[src/rtl/instr_fetch_unit_pkg.sv]
// Shared definitions for the instruction fetch path: fetch state encoding,
// instruction field positions and opcode values also used by the control FSM.
package instr_fetch_unit_pkg;

    typedef enum logic [1:0] {
        IDLE = 2'd0,
        REQ  = 2'd1,
        WAIT = 2'd2,
        DONE = 2'd3
    } fetch_state_t;

    localparam int unsigned INSTR_W = 16;

    localparam int unsigned OPC_HI = 15;
    localparam int unsigned OPC_LO = 12;
    localparam int unsigned RD_HI  = 11;
    localparam int unsigned RD_LO  = 10;
    localparam int unsigned RS_HI  = 9;
    localparam int unsigned RS_LO  = 8;
    localparam int unsigned IMM_HI = 7;
    localparam int unsigned IMM_LO = 0;

    localparam logic [3:0] OP_MOVEB = 4'b0000;
    localparam logic [3:0] OP_MOVEA = 4'b0001;
    localparam logic [3:0] OP_ADD   = 4'b0010;
    localparam logic [3:0] OP_ADD2  = 4'b0011;
    localparam logic [3:0] OP_SUB   = 4'b0101;
    localparam logic [3:0] OP_AND2  = 4'b0110;
    localparam logic [3:0] OP_AND   = 4'b0111;
    localparam logic [3:0] OP_OR    = 4'b1001;
    localparam logic [3:0] OP_JUMP  = 4'b1010;
    localparam logic [3:0] OP_JZ    = 4'b1011;

endpackage

[src/rtl/fetch_timeout_ctr.sv]
// Memory-response watchdog: clears on request, counts each unanswered wait
// cycle and flags the cycle in which the TIMEOUT-th wait elapses.
module fetch_timeout_ctr #(
    parameter int unsigned TIMEOUT = 16
) (
    input  logic clk,
    input  logic rst,
    input  logic clr,
    input  logic en,
    output logic tc
);

    localparam int unsigned CNT_W = $clog2(TIMEOUT + 1);
    localparam logic [CNT_W-1:0] LAST = CNT_W'(TIMEOUT - 1);

    logic [CNT_W-1:0] count;

    // The abort fires at LAST, so count never exceeds TIMEOUT and cannot wrap.
    always_ff @(posedge clk or posedge rst) begin
        if (rst) begin
            count <= '0;
        end else if (clr) begin
            count <= '0;
        end else if (en) begin
            count <= count + 1'b1;
        end
    end

    assign tc = en && (count == LAST);

endmodule

[src/rtl/instr_fetch_unit.sv]
// Fetch responder: on a request pulse reads instruction memory at the PC,
// latches and decodes the instruction and returns a one-cycle done pulse.
//
// state | meaning
// IDLE  | waiting for en_in; latches pc_addr into mem_addr on request
// REQ   | read strobe cycle; watchdog cleared; zero-wait data accepted
// WAIT  | waiting for mem_valid; aborts with err after TIMEOUT cycles
// DONE  | en_out pulse; decoded fields valid
module instr_fetch_unit #(
    parameter int unsigned PC_W    = 8,
    parameter int unsigned INSTR_W = 16,
    parameter int unsigned TIMEOUT = 16
) (
    input  logic               clk,
    input  logic               rst,
    input  logic               en_in,
    input  logic [PC_W-1:0]    pc_addr,
    output logic [PC_W-1:0]    mem_addr,
    output logic               mem_rd_en,
    input  logic [INSTR_W-1:0] mem_rdata,
    input  logic               mem_valid,
    output logic [INSTR_W-1:0] ir,
    output logic [3:0]         opcode,
    output logic [1:0]         rd,
    output logic [1:0]         rs,
    output logic [7:0]         imm,
    output logic               en_out,
    output logic               busy,
    output logic               err,
    output logic               ovr
);

    import instr_fetch_unit_pkg::*;

    fetch_state_t state, next_state;
    logic ctr_clr, ctr_en, ctr_tc;
    logic accept, load_ir, time_out;

    fetch_timeout_ctr #(.TIMEOUT(TIMEOUT)) u_timeout (
        .clk (clk),
        .rst (rst),
        .clr (ctr_clr),
        .en  (ctr_en),
        .tc  (ctr_tc)
    );

    always_ff @(posedge clk or posedge rst) begin
        if (rst) begin
            state <= IDLE;
        end else begin
            state <= next_state;
        end
    end

    always_comb begin
        next_state = state;
        accept     = 1'b0;
        load_ir    = 1'b0;
        time_out   = 1'b0;
        ctr_clr    = 1'b0;
        ctr_en     = 1'b0;
        unique case (state)
            IDLE: begin
                if (en_in) begin
                    accept     = 1'b1;
                    next_state = REQ;
                end
            end
            REQ: begin
                ctr_clr = 1'b1;
                if (mem_valid) begin
                    load_ir    = 1'b1;
                    next_state = DONE;
                end else begin
                    next_state = WAIT;
                end
            end
            WAIT: begin
                if (mem_valid) begin
                    load_ir    = 1'b1;
                    next_state = DONE;
                end else begin
                    ctr_en = 1'b1;
                    if (ctr_tc) begin
                        time_out   = 1'b1;
                        next_state = IDLE;
                    end
                end
            end
            DONE: begin
                next_state = IDLE;
            end
            default: next_state = IDLE;
        endcase
    end

    // Sticky flags clear only on reset; a request while busy is dropped.
    always_ff @(posedge clk or posedge rst) begin
        if (rst) begin
            mem_addr <= '0;
            ir       <= '0;
            err      <= 1'b0;
            ovr      <= 1'b0;
        end else begin
            if (accept) begin
                mem_addr <= pc_addr;
            end
            if (load_ir) begin
                ir <= mem_rdata;
            end
            if (time_out) begin
                err <= 1'b1;
            end
            if (en_in && (state != IDLE)) begin
                ovr <= 1'b1;
            end
        end
    end

    assign mem_rd_en = (state == REQ);
    assign en_out    = (state == DONE);
    assign busy      = (state != IDLE);

    assign opcode = ir[OPC_HI:OPC_LO];
    assign rd     = ir[RD_HI:RD_LO];
    assign rs     = ir[RS_HI:RS_LO];
    assign imm    = ir[IMM_HI:IMM_LO];

endmodule

[config.mk]
export PLATFORM = sky130hd
export DESIGN_NAME = instr_fetch_unit
export DESIGN_NICKNAME = d
export VERILOG_FILES = /design/src/rtl/instr_fetch_unit_pkg.sv /design/src/rtl/fetch_timeout_ctr.sv /design/src/rtl/instr_fetch_unit.sv
export SDC_FILE = /design/constraint.sdc
export NUM_CORES = 1
export LEC_CHECK = 0
export CAP_MARGIN = 5
export CORE_MARGIN = 5
export CORE_UTILIZATION = 43
export CTS_BUF_LIST = sky130_fd_sc_hd__clkbuf_4 sky130_fd_sc_hd__clkbuf_8 sky130_fd_sc_hd__clkbuf_16
export CTS_CLUSTER_SIZE = 25
export DETAILED_ROUTE_END_ITERATION = 10
export GPL_ROUTABILITY_DRIVEN = 0
export HOLD_SLACK_MARGIN = 0.1
export PLACE_DENSITY = 0.84
export SYNTH_ARGS = -nofsm -noshare
export SYNTH_HDL_FRONTEND = slang
export SYNTH_SLANG_ARGS = --single-unit
[constraint.sdc]
create_clock -name clk -period 5.1 [get_ports clk]
set_clock_uncertainty 0.1 [all_clocks]
set_input_delay 1.275 -clock clk [delete_from_list [all_inputs] [get_ports clk]]
set_output_delay 1.275 -clock clk [all_outputs]
set_load 0.01 [all_outputs]
==> impl_metrics.yaml <==
placement:
  dp_hpwl_mm: 2.79
  port_buffers: 72
  dp.cells: 219
  post-place-ws_ns: 2.27
clock_network:
  numCtsBuffers: 5
  ctsHoldBuffers: 0
  ctsResizeCount: 0
  worstSkewPairLatency_ns: 0.32
  clkSinkCount: 33
  cts_root_buf: "clkbuf_4"
  clk_path_buf_depth: 2
  ctsHtreeMaxLevel: 2
  postCtsSetupRepairBufs: 0
  cts_tree: "yes"
  clk_pin_slew_ns: 0.09
floorplan:
  die_y_um: 69.8
  die_x_um: 69.8
  core_area_um2: 3390
  rows: 21
  die_area_um2: 4870
  pin_count: 73
  start_util_pct: 45.4
drt:
  ant_nets: 0
  drc_errors: 0
  routed_wl_mm: 3.42
  vias_per_cell: 4.76
  num_vias: 1072
  post_drt_wl_per_cell_um: 15.2
  first_iter_violations: 29
  drt_first_pass_iters: 4
worst_setup_path:
  slowest_stage: "clkdlybuf4s50_1"
  r2r_end: "ir[14]$_DFFE_PP0P_"
  r2r_setup_slack_ns: 3.31
  start_kind: "flop"
  max_stage_delay_ns: 0.59
  path_class: "flop to output port"
  crit_buf_inv: 2
  crit_family: "buffers and inverters"
  cp-end-kind: "output port"
  worstPathCellList: "inv_1 -> ha_1 -> clkdlybuf4s50_1"
  arrival_ns: 1.81
  cp.required_ns: 3.72
  critPathMaxFanout: 7
  r2r-start: "state[1]$_DFFE_PP0P_"
  ff2ff_path_depth: 4
status:
  outcome: "finished, final reports clean"
yosys:
  synth_edf_count: 0
  synthDistinctLibCells: 28
  synth_seq_cells: 33
  syn_area_um2: 1540
  avgSynthCellArea_um2: 13.1
  synth_flop_cell: "dfrtp_1"
  synthCells: 117
  synth_area_leaders: "dfrtp_1 (54%), mux2_2 (18%), buf_4 (7.8%)"
  synth_top_area_share_pct: 53.7
  synth_top_area_cell: "dfrtp_1"
  async_flop_share_pct: 100
  syn_nets: 152
  seq_area_frac_synth_pct: 53.7
  yosys_warnings: 0
min_path:
  worstHoldStart: "err$_DFFE_PP0P_"
  holdPathEnd: "err$_DFFE_PP0P_"
  hold_class: "flop to flop"
  min_path_cells: 1
pwr:
  ir_drop_uv: 297
  p_leak_nw: 0.972
  p_per_area_nw_per_um2: 592
grt:
  track_usage_pct: 15.3
  overflow: 0
  antenna_found_initial: 0
  grt_pass1_vias: 1216
  grt_pass1_wl_mm: 5.93
  grt_max_degree: 34
finish:
  diodes: 0
  area.growth.synth_to_final_pct: 45.3
  fin_nets: 215
  final_cells: 225
  final_layout_size_suffix_gt1_share_pct: 19.0
sta:
  slew_headroom_pct: 73.1
  period_share_pct: 62.4
  timing.final.crit_period_ns: 3.18
  tns_ns: 0
  finalHoldViolations: 0
  worstMarginPinSlew_ns: 0.404
  fmax_ghz: 0.314
  drv_slew: 0
  setup_viol: 0
  setup_slack_ns: 1.92
  rsz0062_at_grt: "false"
flow_run:
  cap_violations: 0
## placed cells by master (no fill, tap or decap), drive strengths merged
master / instances
clkdlybuf4s50: 72
dfrtp: 33
mux2: 24
ha: 7
nor2: 5
inv: 5
clkbuf: 5
o21ai: 3
a21o: 2
mux2i: 2
nand3: 2
nand2: 2
nand2b: 2
and2b: 1
a211oi: 1
and3: 1
o21a: 1
xnor2: 1
nand3b: 1
xor2: 1
or3: 1
a21oi: 1
nor3b: 1
a31oi: 1
nor2b: 1
a2bb2oi: 1
clkinv: 1
buf: 1
## kinds of logic after synthesis
group | after synthesis | synth area share, %
compound gates | 10 | 4.23
xor+xnor | 2 | 1.14
fa+ha+maj | 7 | 5.70
buf+inv | 22 | 9.76
flops | 33 | 53.7
mux | 26 | 18.9
simple gates | 17 | 6.59
## final cells by class
type	count	area, µm²
Fill cell	265	1150
Timing Repair Buffer	73	728
Inverter	5	18.8
Multi-Input combinational cell	62	562
Clock inverter	1	5.00
Clock buffer	5	37.5
Tap cell	46	57.6
Sequential cell	33	826
## Yosys cell counts (2+ instances only)
master,count
dfrtp_1,33
a21o_1,2
nand3_1,2
inv_1,5
mux2i_1,2
ha_1,7
o21ai_0,3
mux2_2,24
nor2_1,5
buf_4,16
## sequential cells by signal (all words and copies together) (netlist names)
signal           flops
err                  1
ir                  16
mem_addr             8
ovr                  1
state                2
u_timeout.count      5
## worst reg2reg max path, stage by stage (launching register included)
cell and delay (ns):
dfrtp_1 0.45, inv_1 0.13, ha_1 0.32, nand2_2 0.30, mux2_2 0.39
## where the power goes
| group | switching, mW | internal (mW) | leakage [nW] |
|---|---|---|---|
| Sequential | 0.0767 | 0.375 | 0.398 |
| Clock | 0.0775 | 0.0478 | 0.0269 |
| Combinational | 0.287 | 0.459 | 0.547 |
| Total | 0.441 | 0.882 | 0.972 |
## per-layer routing
layer | track usage, % | wire length, µm
met5 | 0 | 0
met4 | 5.53 | 36
met3 | 6.96 | 330
met2 | 27.3 | 1850
met1 | 15.7 | 1200
## worst max path at each step
stage / to / start / cells past startpoint
2_1_floorplan: mem_rd_en / state[1]$_DFFE_PP0P_ / 2
3_3_place_gp: mem_rd_en / state[1]$_DFFE_PP0P_ / 3
3_5_place_dp: mem_rd_en / state[1]$_DFFE_PP0P_ / 3
4_1_cts: mem_rd_en / state[1]$_DFFE_PP0P_ / 3
5_1_grt: mem_rd_en / state[1]$_DFFE_PP0P_ / 3
6_report: mem_rd_en / state[1]$_DFFE_PP0P_ / 3
## stage by stage
| step | hold slack [ns] | power (mW) | cell area [µm²] | utilization (%) |
|---|---|---|---|---|
| final | 0.371 | 1.32 | 2230 | 65.9 |
| after global routing | 0.399 | 1.42 | 2230 | 65.9 |
| after CTS | 0.376 | 1.35 | 2230 | 65.9 |
| after detailed placement | 0.349 | 1.22 | 2190 | 64.7 |
| after global placement | 0.341 | 1.19 | 2190 | 64.7 |
| after floorplan | 0.393 | 0.877 | 1540 | - |
No activity file was read; power rests on OpenSTA's default activity.
